`src/rtl/serv_ctrl_w_pkg.sv`:
```
// Shared constants and types for the W-bit-per-cycle SERV program-counter unit.
// Legal slice widths are 1, 2, 4 and 8 bits; an update takes 32/W beats.
package serv_ctrl_w_pkg;

  localparam logic [31:0] INC4      = 32'd4;
  localparam logic [31:0] INC2      = 32'd2;
  localparam logic [31:0] UIMM_MASK = 32'hffff_f000;

  typedef enum logic [1:0] {
    SEL_SEQ  = 2'd0,
    SEL_JUMP = 2'd1,
    SEL_TRAP = 2'd2
  } next_sel_e;

  function automatic int beats(input int w);
    return 32 / w;
  endfunction

endpackage

```
`src/rtl/serv_ctrl_w_if.sv`:
```
// Bus between state/decode logic and the program-counter unit, W bits per beat.
interface serv_ctrl_w_if #(
  parameter int W = 1
);
  // i_pc_en acts as a valid with no ready: every cycle it is high the unit
  // consumes the current operand slices and advances one beat.
  logic         i_pc_en;
  logic         i_jump;
  logic         i_jal_or_jalr;
  logic         i_utype;
  logic         i_pc_rel;
  logic         i_trap;
  logic         i_iscomp;
  logic [W-1:0] i_imm;
  logic [W-1:0] i_buf;
  logic [W-1:0] i_csr_pc;
  logic [W-1:0] o_rd;
  logic         o_bad_pc;
  logic         o_done;
  logic [31:0]  o_ibus_adr;

  modport slave (
    input  i_pc_en, i_jump, i_jal_or_jalr, i_utype, i_pc_rel, i_trap, i_iscomp,
    input  i_imm, i_buf, i_csr_pc,
    output o_rd, o_bad_pc, o_done, o_ibus_adr
  );

  modport master (
    output i_pc_en, i_jump, i_jal_or_jalr, i_utype, i_pc_rel, i_trap, i_iscomp,
    output i_imm, i_buf, i_csr_pc,
    input  o_rd, o_bad_pc, o_done, o_ibus_adr
  );
endinterface

```
`src/rtl/serv_ctrl_w_add.sv`:
```
// W-bit slice adder whose carry ripples between beats through a register.
// The carry is dropped after the last beat so the next update starts clean.
module serv_ser_add #(
  parameter int W = 1
) (
  input  logic         clk,
  input  logic         rst_n,
  input  logic         en,
  input  logic         clr,
  input  logic [W-1:0] a,
  input  logic [W-1:0] b,
  output logic [W-1:0] q
);
  logic         cy_r;
  logic [W:0]   sum;

  assign sum = {1'b0, a} + {1'b0, b} + {{W{1'b0}}, cy_r};
  assign q   = sum[W-1:0];

  always_ff @(posedge clk or negedge rst_n) begin
    if (!rst_n) begin
      cy_r <= 1'b0;
    end else if (en) begin
      cy_r <= clr ? 1'b0 : sum[W];
    end
  end
endmodule

```
`src/rtl/serv_ctrl_w.sv`:
```
// Program-counter unit: builds the next fetch address W bits per beat, LSB first,
// shifting it into o_ibus_adr while producing rd data and a misalignment flag.
module serv_ctrl_w
  import serv_ctrl_w_pkg::*;
#(
  parameter int          W        = 1,
  parameter logic [31:0] RESET_PC = 32'd0,
  parameter bit          WITH_CSR = 1'b1,
  parameter bit          WITH_C   = 1'b1
) (
  input  logic               clk,
  input  logic               i_rst_n,
  serv_ctrl_w_if.slave       bus
);
  localparam int B       = beats(W);
  localparam int KW      = (B > 1) ? $clog2(B) : 1;
  // Address bit 1 lives in beat 0 unless slices are a single bit wide.
  localparam int BIT1_K   = (W >= 2) ? 0 : 1;
  localparam int BIT1_IDX = (W >= 2) ? 1 : 0;

  logic [KW-1:0] k;
  logic          last;
  logic [31:0]   adr;
  logic          bad_pc;
  logic          done;

  logic [W-1:0]  pc;
  logic [W-1:0]  inc_k;
  logic [W-1:0]  umask_k;
  logic [W-1:0]  ob;
  logic [W-1:0]  off_a;
  logic [W-1:0]  s4;
  logic [W-1:0]  so;
  logic [W-1:0]  aligned;
  logic [W-1:0]  csr_slice;
  logic [W-1:0]  new_slice;
  logic [31:0]   inc_word;
  next_sel_e     sel;

  assign last  = (k == KW'(B - 1));
  assign pc    = adr[W-1:0];

  always_comb begin
    inc_word  = (WITH_C && bus.i_iscomp) ? INC2 : INC4;
    inc_k     = W'(inc_word >> (int'(k) * W));
    umask_k   = W'(UIMM_MASK >> (int'(k) * W));
    ob        = bus.i_utype ? (bus.i_imm & umask_k) : bus.i_buf;
    off_a     = bus.i_pc_rel ? pc : '0;
  end

  serv_ser_add #(.W(W)) u_seq_add (
    .clk   (clk),
    .rst_n (i_rst_n),
    .en    (bus.i_pc_en),
    .clr   (last),
    .a     (pc),
    .b     (inc_k),
    .q     (s4)
  );

  serv_ser_add #(.W(W)) u_off_add (
    .clk   (clk),
    .rst_n (i_rst_n),
    .en    (bus.i_pc_en),
    .clr   (last),
    .a     (off_a),
    .b     (ob),
    .q     (so)
  );

  always_comb begin
    aligned   = so;
    csr_slice = bus.i_csr_pc;
    if (k == '0) begin
      aligned[0]   = 1'b0;
      csr_slice[0] = 1'b0;
    end
    sel = SEL_SEQ;
    if (WITH_CSR && bus.i_trap) begin
      sel = SEL_TRAP;
    end else if (bus.i_jump) begin
      sel = SEL_JUMP;
    end
    case (sel)
      SEL_TRAP: new_slice = csr_slice;
      SEL_JUMP: new_slice = aligned;
      default:  new_slice = s4;
    endcase
  end

  always_ff @(posedge clk or negedge i_rst_n) begin
    if (!i_rst_n) begin
      k      <= '0;
      adr    <= RESET_PC;
      bad_pc <= 1'b0;
      done   <= 1'b0;
    end else begin
      done <= bus.i_pc_en & last;
      if (bus.i_pc_en) begin
        k   <= last ? '0 : k + KW'(1);
        adr <= {new_slice, adr[31:W]};
        if (k == '0) begin
          bad_pc <= 1'b0;
        end
        // Load after the clear so that for W>=2 the fresh value wins in beat 0.
        if (k == KW'(BIT1_K)) begin
          bad_pc <= aligned[BIT1_IDX] & bus.i_jump & ~WITH_C;
        end
      end
    end
  end

  assign bus.o_rd       = bus.i_pc_en ? ((bus.i_utype ? aligned : '0) |
                                         (bus.i_jal_or_jalr ? s4 : '0)) : '0;
  assign bus.o_bad_pc   = bad_pc;
  assign bus.o_done     = done;
  assign bus.o_ibus_adr = adr;

endmodule

```
`src/flat_wrapper.sv`:
```
// flat-port wrapper written by rule: the top's interface ports become plain ports
module serv_ctrl_w_flat import serv_ctrl_w_pkg::*;
#(
  parameter int          W        = 1,
  parameter logic [31:0] RESET_PC = 32'd0,
  parameter bit          WITH_CSR = 1'b1,
  parameter bit          WITH_C   = 1'b1
)
  (clk, i_rst_n, bus_i_pc_en, bus_i_jump, bus_i_jal_or_jalr, bus_i_utype, bus_i_pc_rel, bus_i_trap, bus_i_iscomp, bus_i_imm, bus_i_buf, bus_i_csr_pc, bus_o_rd, bus_o_bad_pc, bus_o_done, bus_o_ibus_adr);
  serv_ctrl_w_if #(.W(W)) bus_i ();
  input  logic clk;
  input  logic i_rst_n;
  input wire logic [$bits(bus_i.i_pc_en)-1:0] bus_i_pc_en;
  input wire logic [$bits(bus_i.i_jump)-1:0] bus_i_jump;
  input wire logic [$bits(bus_i.i_jal_or_jalr)-1:0] bus_i_jal_or_jalr;
  input wire logic [$bits(bus_i.i_utype)-1:0] bus_i_utype;
  input wire logic [$bits(bus_i.i_pc_rel)-1:0] bus_i_pc_rel;
  input wire logic [$bits(bus_i.i_trap)-1:0] bus_i_trap;
  input wire logic [$bits(bus_i.i_iscomp)-1:0] bus_i_iscomp;
  input wire logic [$bits(bus_i.i_imm)-1:0] bus_i_imm;
  input wire logic [$bits(bus_i.i_buf)-1:0] bus_i_buf;
  input wire logic [$bits(bus_i.i_csr_pc)-1:0] bus_i_csr_pc;
  output wire logic [$bits(bus_i.o_rd)-1:0] bus_o_rd;
  output wire logic [$bits(bus_i.o_bad_pc)-1:0] bus_o_bad_pc;
  output wire logic [$bits(bus_i.o_done)-1:0] bus_o_done;
  output wire logic [$bits(bus_i.o_ibus_adr)-1:0] bus_o_ibus_adr;
  assign bus_i.i_pc_en = bus_i_pc_en;
  assign bus_i.i_jump = bus_i_jump;
  assign bus_i.i_jal_or_jalr = bus_i_jal_or_jalr;
  assign bus_i.i_utype = bus_i_utype;
  assign bus_i.i_pc_rel = bus_i_pc_rel;
  assign bus_i.i_trap = bus_i_trap;
  assign bus_i.i_iscomp = bus_i_iscomp;
  assign bus_i.i_imm = bus_i_imm;
  assign bus_i.i_buf = bus_i_buf;
  assign bus_i.i_csr_pc = bus_i_csr_pc;
  assign bus_o_rd = bus_i.o_rd;
  assign bus_o_bad_pc = bus_i.o_bad_pc;
  assign bus_o_done = bus_i.o_done;
  assign bus_o_ibus_adr = bus_i.o_ibus_adr;
  serv_ctrl_w #(.W(W), .RESET_PC(RESET_PC), .WITH_CSR(WITH_CSR), .WITH_C(WITH_C)) u_core (.clk(clk), .i_rst_n(i_rst_n), .bus(bus_i));
endmodule
```
`config.mk`:
```
export PLATFORM = sky130hd
export DESIGN_NAME = serv_ctrl_w_flat
export DESIGN_NICKNAME = d
export VERILOG_FILES = /design/src/rtl/serv_ctrl_w_pkg.sv /design/src/rtl/serv_ctrl_w_if.sv /design/src/rtl/serv_ctrl_w_add.sv /design/src/rtl/serv_ctrl_w.sv /design/src/flat_wrapper.sv
export SDC_FILE = /design/constraint.sdc
export NUM_CORES = 1
export LEC_CHECK = 0
export ABC_CLOCK_PERIOD_IN_PS = 3290
export BUFFER_PORTS_ARGS = -buffer_cell sky130_fd_sc_hd__clkbuf_2
export CAP_MARGIN = 20
export CORE_ASPECT_RATIO = 0.5
export CORE_UTILIZATION = 35
export CTS_CLUSTER_SIZE = 8
export DETAILED_ROUTE_END_ITERATION = 8
export MAX_ROUTING_LAYER = met4
export PLACE_DENSITY = 0.55
export SYNTH_ARGS = -nofsm -noshare
export SYNTH_HDL_FRONTEND = slang
export SYNTH_HIERARCHICAL = 1
export SYNTH_SLANG_ARGS = --single-unit
```
`constraint.sdc`:
```
create_clock -name clk -period 3.29 [get_ports clk]
set_input_delay 0.4935 -clock clk [delete_from_list [all_inputs] [get_ports clk]]
set_output_delay 0.4935 -clock clk [all_outputs]
set_load 0.02 [all_outputs]
```
After elaboration in Yosys (flattened, before gate mapping)
Cells that the tools add are included.
- flip-flop bits (word level): 41
- output and inout port bits: 35
- logic and storage cells: 39
- add/subtract/negate cells: 5
- equality and inequality tests: 4
- shifts and indexed selects: 2
- multiplexer cells: 16
- bitwise gates (word level): 3
- reduce and logical (&&, ||, !) cells: 3
- operators with widths (cell ; number):
    $shr 32x5->1 ; 1
    $shr 32x5->1 const A ; 1
    $mux 1 ; 12
    $add 5x1->5 const B ; 1
    $eq 5x1->1 const B ; 1
    $eq 5x5->1 const B ; 1
    $logic_not 5->1 ; 1
    $mux 5 ; 1
    $add 1x1->2 ; 2
    $add 2x1->2 ; 2
    $mux 3 ; 1
    $and 1x1->1 ; 2
    $eq 2x1->1 const B ; 1
    $eq 2x2->1 const B ; 1
    $mux 2 ; 1
    $pmux 1 s2 ; 1
    $reduce_and 2->1 ; 1
    $reduce_bool 2->1 ; 1
    $or 1x1->1 ; 1

Logic depth before layout (Yosys ltp)
Gate-level depths: netlist of the first run.
- word-level depth: 9
- mapped depth: 7

Modules after synthesis
The synthesis of the first run kept the hierarchy.
- modules (own cells, without submodules) (module ; times used ; cells an instance ; area an instance (µm²) ; sequential area each (µm²)):
    serv_ctrl_w ; 1 ; 113 ; 1589.0 ; 950.9
    serv_ser_add ; 2 ; 5 ; 61.3 ; 25.0

Worst setup path after synthesis of the first run
OpenSTA, ideal clock, no wires.
- path type: in2out
- from: input port bus_i_iscomp
- to: output port bus_o_rd
- arrival: 2.001 ns
- setup slack: 0.795 ns
- cell stages on the path: 5
- path buffers: 0
- path through: or3_1 -> a2111oi_1 -> fa_1 -> a32oi_1 -> nor2b_1
- longest elaborated chain between the ends: 7
- ends and longest elaborated chain (item ; line ; RTL):
    from (decl) ; flat_wrapper.sv:19 ; input wire logic [$bits(bus_i.i_iscomp)-1:0] bus_i_iscomp;
    $mux 3 ; serv_ctrl_w.sv:44 ; inc_word = (WITH_C && bus.i_iscomp) ? INC2 : INC4;
    $shr 32x5->1 ; serv_ctrl_w.sv:45 ; inc_k = W'(inc_word >> (int'(k) * W));
    net u_core.inc_k ; serv_ctrl_w.sv:28 ; logic [W-1:0] inc_k;
    $add 1x1->2 ; serv_ctrl_w_add.sv:17 ; assign sum = {1'b0, a} + {1'b0, b} + {{W{1'b0}}, cy_r};
    $add 2x1->2 ; serv_ctrl_w_add.sv:17 ;
    net u_core.s4 ; serv_ctrl_w.sv:32 ; logic [W-1:0] s4;
    $mux 1 ; serv_ctrl_w.sv:114 ; (bus.i_jal_or_jalr ? s4 : '0)) : '0;
    $or 1x1->1 ; serv_ctrl_w.sv:113 ; assign bus.o_rd = bus.i_pc_en ? ((bus.i_utype ? aligned : '0) |
    $mux 1 ; serv_ctrl_w.sv:113 ;
    to (decl) ; flat_wrapper.sv:23 ; output wire logic [$bits(bus_i.o_rd)-1:0] bus_o_rd;
The timed path passes the listed nets, and every way through them passes these cells.

Worst setup path after layout of the first run
- from: register u_core.k[1]
- to: output port bus_o_rd
- elaborated cells on any way between the ends: 14
- those cells by class: add/sub: 4; shift: 2; mux: 5; bitwise: 2; reduce/logical: 1
- RTL lines (item ; line ; RTL):
    from (decl) ; serv_ctrl_w.sv:21 ; logic [KW-1:0] k;
    from (signal assigned) ; serv_ctrl_w.sv:100 ; k <= last ? '0 : k + KW'(1);
    $shr 32x5->1 ; serv_ctrl_w.sv:45 ;
    net u_core.inc_k ; serv_ctrl_w.sv:28 ;
    $add 1x1->2 ; serv_ctrl_w_add.sv:17 ;
    $add 2x1->2 ; serv_ctrl_w_add.sv:17 ;
    net u_core.s4 ; serv_ctrl_w.sv:32 ;
    $mux 1 ; serv_ctrl_w.sv:114 ;
    $or 1x1->1 ; serv_ctrl_w.sv:113 ;
    $mux 1 ; serv_ctrl_w.sv:113 ;
The timed path passes the listed nets, and every way through them passes these cells.

==> reports/qor.yml, run 1 <==
final_layout:
  finalNetCount: 188
  fill_cells: 457
  final_cells: 238
  diodes: 0
  area_growth_pct: 23.0
  layout-drive-gt1-share: 0.314
  finish.utilization: 0.463
grt:
  grt_usage: 0.133
  grt_overflow: 0
  grt_max_degree: 41
  grt_pass1_vias: 1041
  grt_pass1_wl_um: 5010
  grt_antenna_before_repair: 0
power_and_ir_drop:
  p_leak_nw: 1.05
  ir_drop_mv: 0.380
  p_per_area_mw_per_mm2: 838
  p_total_mw: 1.76
sta:
  slew_headroom: 0.633
  finalCritPeriodShare: 0.898
  hold_violations: 0
  drv_slew: 0
  rsz0062_at_grt: "false"
  period_minus_slack_ns: 2.95
  finClkSkew_ns: 0.00148
  fin_setup_tns_ns: 0
  fmax_mhz: 338
  setup-violations-final: 0
  tightestPinTransition_ns: 0.551
yosys:
  post-synth-top-count-cell: "dfrtp_1"
  yosys.area.top_type: "dfrtp_1"
  ys_seq_elements: 40
  yosysWarnings: 6
  syn_area_mm2: 0.00171
  synthDistinctLibCells: 30
  synthCells: 123
  synth_area_per_cell_um2: 13.9
  async_flop_share: 1.00
  yosysTopAreaCellShare: 0.585
  synthTopCellsByArea: "dfrtp_1 58%, mux2_1 21%, fa_1 2.3%"
  synth_edf_count: 0
  ys.flop_type: "dfrtp_1"
  synth.yosys.seq_area_share: 0.585
  syn_nets: 140
  synthTopCellsByCount: "40 x dfrtp_1, 32 x mux2_1, 6 x o21ai_1, 4 x buf_2, 4 x inv_1"
place:
  io_buffers: 45
  place_congestion: 0.836
  dp_cells: 229
  dp_hpwl_um: 2060
critical_path:
  worstSetupEndpointType: "output port"
  start_kind: "flop"
  worstPathRequired_ns: 2.80
  crit_fanout: 4
  worst-setup-path-type: "flop to output port"
  arrival_ns: 2.46
routing:
  drtIter0Drc: 17
  wl_um: 2940
  detail-route-antenna-nets: 0
  vias: 1086
  drt-pass1-iter-count: 4
  wl_per_cell_um: 12.3
  drc: 0
  viasPerCell: 4.56
clocking:
  cts_htree_levels: 2
  clk_latency_ns: 0.28
  clkTransAtPathRegs_ns: 0.07
  holdBufCountCts: 0
  cts_buffer_depth: 2
  post_cts_buffers: 0
  cts-resized-gates: 0
  cts_buffers: 5
  clock-sinks: 40
  cts_tree: "yes"
  cts-root-buf: "clkbuf_8"
floorplanning:
  die-area_mm2: 0.00519
  num_rows: 17
  ios: 47
  core_region_area_mm2: 0.00455
  start_util: 0.376
  die_h_um: 51.5
  die_w_um: 101
flow_run:
  cap_violations: 0
outcome:
  status: "finished clean"
hold_path:
  hold_class: "input pin to async pin"
per-stage QoR:
stage	hold WS (ns)	area, um2	setup slack [ns]
3_3_place_gp	0.490	2000	0.518
3_5_place_dp	0.498	2000	0.519
5_1_grt	0.130	2110	0.173
2_1_floorplan	0.198	1710	0.795
4_1_cts	0.409	2090	0.290
6_report	0.122	2110	0.335
cells in the final DEF, fill, tap and decap left out:
cell and n:
clkbuf_2 45, dfrtp_1 40, mux2_1 32, clkbuf_8 6, o21ai_1 6, inv_1 4, and2_1 3, nand3b_1 3
ha_1 3, clkbuf_1 2, and3_1 2, nand3_1 2, nand2b_1 2, nor2_1 2, o21ai_0 2, fa_1 2
inv_2 1, or3_1 1, a2111oi_1 1, or4b_1 1, a32oi_1 1, nor2b_1 1, a21o_1 1, a22o_1 1
nand2_1 1, mux2i_1 1, and3b_1 1, or3b_1 1, a31oi_1 1, conb_1 1, buf_12 1, buf_4 1
critical path: stages, from the launching register on:
cell and delay, ns:
dfrtp_1 0.38, inv_2 0.06, or3_1 0.38, a2111oi_1 0.47
fa_1 0.51, a32oi_1 0.17, nor2b_1 0.06, clkbuf_2 0.15
cells by family (layout without fill, tap and decap cells):
kind of cell    Yosys count  in the layout  synth area share
compound gates           13             13            0.0475
fa+ha+maj                 5              5            0.0453
buf+inv                  11             60            0.0292
flops                    40             40             0.585
mux                      33             33             0.216
other cells               1              1           0.00219
simple gates             20             20            0.0746
final cells by class:
| class | count | area (um2) | share of cell area |
|---|---|---|---|
| multi-input combinational | 72 | 661 | 0.314 |
| inverter | 5 | 18.8 | 0.00891 |
| timing repair buffer | 47 | 253 | 0.120 |
| clock buffer | 8 | 90.1 | 0.0428 |
| sequential | 40 | 1000 | 0.475 |
| tap | 66 | 82.6 | 0.0392 |
path summary, 6_finish.rpt:
path	start	endpoint	slack (ns)	depth (start not counted)
max	u_core/k[1]	bus_o_rd	0.34	7
min in group clk	u_core/bus.o_ibus_adr[6]	u_core/bus.o_ibus_adr[6]	0.51	1
min	i_rst_n	u_core/k[2]	0.12	1
min reg2reg	u_core/bus.o_ibus_adr[6]	u_core/bus.o_ibus_adr[6]	0.51	1
max reg2reg	u_core/k[1]	u_core/bus.o_ibus_adr[31]	1.11	6
max in group asynchronous	i_rst_n	u_core/bus.o_ibus_adr[19]	2.70	2
routing by layer:
layer | GRT usage | up-vias | wire [um]
li1 | - | 523 | -
met2 | 0.202 | 30 | 1320
met5 | - | - | 0
met3 | 0.0424 | 2 | 157
met4 | 0.0507 | 0 | 15
met1 | 0.169 | 531 | 1440
power breakdown:
group / switching, mW / internal [mW]
sequential: 0.143 / 0.680
clock: 0.155 / 0.171
combinational: 0.366 / 0.250
total: 0.663 / 1.10
flip-flops by register name (all words and copies together) (netlist names):
signal / count
u_core/bus.o_ibus_adr: 32
u_core/k: 5
u_core/bus.o_done: 1
u_core/u_off_add/cy_r: 1
u_core/u_seq_add/cy_r: 1
Power figures use the tool's default switching activity.
==> run 2, diff against run 1 <==
--- a/config.mk
+++ b/config.mk
@@ -5,6 +5,7 @@
 export SDC_FILE = /design/constraint.sdc
 export NUM_CORES = 1
 export LEC_CHECK = 0
+export ABC_AREA = 1
 export ABC_CLOCK_PERIOD_IN_PS = 3290
 export BUFFER_PORTS_ARGS = -buffer_cell sky130_fd_sc_hd__clkbuf_2
 export CAP_MARGIN = 20
@@ -12,6 +13,7 @@
 export CORE_UTILIZATION = 35
 export CTS_CLUSTER_SIZE = 8
 export DETAILED_ROUTE_END_ITERATION = 8
+export GPL_TIMING_DRIVEN = 0
 export MAX_ROUTING_LAYER = met4
 export PLACE_DENSITY = 0.55
 export SYNTH_ARGS = -nofsm -noshare
==> run 2 against run 1 <==
  * Synthesized cell count up 71%
  * Wire length up 24%
  * Core utilization up 1.9 points
  * Final area up 5.6%
  * Sequential cell count unchanged
  * Largest power group unchanged
==> reports/qor.yml, run 2 <==
floorplanning:
  die-area_mm2: 0.00535  # +3.1%
  start_util: 0.383  # +0.00673
  num_rows: 17  # unchanged
  ios: 47  # unchanged
  core_region_area_mm2: 0.00462  # +1.4%
  die_w_um: 102  # +1.6%
  die_h_um: 52.2  # +1.5%
place:
  place_congestion: 0.848  # +1.5%
  io_buffers: 45  # unchanged
  dp_hpwl_um: 2510  # +22%
  pre_cts_slack_ns: 1.02  # +0.497 ns
final_layout:
  layout-drive-gt1-share: 0.247  # -0.0668
  finalNetCount: 280  # +49%
  area_growth_pct: 25.8
  ff_latch_area_mm2: 0.00100  # unchanged
  final_cell_mix: "105 x nand2_1, 45 x clkbuf_2, 40 x dfrtp_1"
  multiInputGateArea_um2: 634  # -4.0%
  largest_register_ffs: 32  # unchanged
  fill_cells: 474  # +3.7%
  layout_commonest_cell: "nand2_1"
  diodes: 0  # unchanged
routing:
  drt-pass1-iter-count: 7  # +3
  vias: 1435  # +32%
  wl_um: 3640  # +24%
  wl_per_cell_um: 11.0  # -11%
  detail-route-antenna-nets: 0  # unchanged
  drc: 0  # unchanged
  viasPerCell: 4.36  # -4.4%
  drtIter0Drc: 45  # +28
clocking:
  cts_tree: "yes"
  cts_buffers: 5  # unchanged
  cts_buffer_depth: 2  # unchanged
  cts-root-buf: "clkbuf_8"
  clock-sinks: 40  # unchanged
  clk_latency_ns: 0.29  # about the same
  cts-resized-gates: 0  # unchanged
  clkTransAtPathRegs_ns: 0.08  # about the same
  cts_htree_levels: 2  # unchanged
  holdBufCountCts: 0  # unchanged
  post_cts_buffers: 0  # unchanged
yosys:
  syn_nets: 227  # +62%
  synthCells: 210  # +71%
  post-synth-top-count-cell: "nand2_1"
  synthTopCellsByArea: "dfrtp_1 57%, nand2_1 22%, inv_1 3.4%"
  syn_area_mm2: 0.00177  # +3.2%
  synth_area_per_cell_um2: 8.41  # -40%
  ys_seq_elements: 40  # unchanged
  synth.yosys.seq_area_share: 0.567  # -0.0182
  yosysTopAreaCellShare: 0.567  # -0.0182
  synthDistinctLibCells: 19  # -37%
  ys.flop_type: "dfrtp_1"
  synth_edf_count: 0  # unchanged
  async_flop_share: 1.00  # unchanged
  synthTopCellsByCount: "105 x nand2_1, 40 x dfrtp_1, 16 x inv_1, 8 x nor2_1, 6 x nor3_1"
  yosys.area.top_type: "dfrtp_1"
  yosysWarnings: 6  # unchanged
sta:
  drv_slew: 0  # unchanged
  fmax_mhz: 394  # +16%
  fin_setup_tns_ns: 0  # unchanged
  setup-violations-final: 0  # unchanged
  rsz0062_at_grt: "false"
  hold_violations: 0  # unchanged
  period_minus_slack_ns: 2.54  # -0.416 ns
  finalCritPeriodShare: 0.772  # -0.126
  finClkSkew_ns: 0.0104  # +0.00893 ns
  layout_setup_ws_ns: 0.751  # +0.416 ns
grt:
  grt_pass1_wl_um: 6000  # +20%
  grt_usage: 0.158  # +0.0246
  grt_max_degree: 41  # unchanged
  grt_antenna_before_repair: 0  # unchanged
  grt_overflow: 0  # unchanged
  grt_pass1_vias: 1294  # +24%
power_and_ir_drop:
  combPwrFrac: 0.250  # -0.099
  p_per_area_mw_per_mm2: 673  # -20%
  clkPwrFrac: 0.312  # +0.127
  ir_drop_mv: 0.273  # -28%
  switching_share: 0.325  # -0.0506
  power.share.sequential: 0.438  # -0.028
  p_int_mw: 1.01  # -8.3%
  switchingPower_mw: 0.487  # -27%
  p_leak_nw: 1.31  # +25%
critical_path:
  start_kind: "flop"
  arrival_ns: 2.05  # -0.41 ns
  crit_fanout: 3  # -1
  worstPathRequired_ns: 2.80  # about the same
  worstSetupEndpointType: "output port"
  worst-setup-path-type: "flop to output port"
flow_run:
  cap_violations: 0  # unchanged
outcome:
  status: "finished clean"
hold_path:
  hold_class: "input pin to async pin"
run 2: path summary, 6_finish.rpt:
path                                      startpoint                   endpoint  slack, ns  cells past startpoint
setup / recovery                         u_core/k[3]                   bus_o_rd       0.75                      7
hold / removal                               i_rst_n   u_core/bus.o_ibus_adr[0]       0.13                      1
setup reg to reg                         u_core/k[3]  u_core/bus.o_ibus_adr[31]       1.32                      8
hold reg to reg            u_core/bus.o_ibus_adr[11]  u_core/bus.o_ibus_adr[11]       0.50                      2
max in group asynchronous                    i_rst_n  u_core/bus.o_ibus_adr[17]       2.67                      2
min in group clk           u_core/bus.o_ibus_adr[11]  u_core/bus.o_ibus_adr[11]       0.50                      2
run 2: layer usage:
layer  track usage  routed length (um)
met1         0.211                1980
met2         0.231                1500
met3        0.0440                 128
met4        0.0571                  21
met5             -                   0
run 2: power groups by stage:
stage / Clock (mW) / Sequential (mW) / Combinational (mW)
after global placement: 0 / 0.661 / 0.366
after detailed placement: 0 / 0.664 / 0.375
after global routing: 0.503 / 0.670 / 0.425
after CTS: 0.484 / 0.655 / 0.377
final: 0.466 / 0.655 / 0.375
after floorplan: 0 / 0.729 / 0.174
run 2: layout make-up:
cell class | instances | area share
tap | 66 | 0.0371
timing repair buffer | 46 | 0.110
inverter | 19 | 0.0321
sequential | 40 | 0.450
clock inverter | 2 | 0.0270
multi-input combinational | 143 | 0.285
buffer | 8 | 0.0270
clock buffer | 5 | 0.0310
run 2: cell families (layout without fill, tap and decap cells):
kind of cell | after synthesis | in the layout | synth area share
AO/OA/AOI/OAI | 12 | 12 | 0.0354
adder cells (fa/ha/maj) | 5 | 5 | 0.0439
buffers and inverters | 27 | 80 | 0.0744
flip-flops | 40 | 40 | 0.567
other | 1 | 1 | 0.00212
AND/OR/NAND/NOR | 125 | 125 | 0.278
run 2: through the flow:
step                hold WS [ns]  area, um2  utilization  cells  total power [mW]
floorplan                  0.198       1770            -    210             0.902
global placement           0.477       2070        0.449    321              1.03
detailed placement         0.484       2070        0.449    321              1.04
CTS                        0.401       2200        0.477    328              1.52
global route               0.148       2220        0.482    329              1.60
finish                     0.134       2220        0.482    329              1.50
run 2: worst max-delay path, cell delays in order (launching register included):
cell,delay [ns]
dfrtp_1,0.42
nor2_1,0.17
nand2_1,0.08
nor3_1,0.31
fa_1,0.49
nand2_1,0.08
a21oi_1,0.06
clkbuf_2,0.16
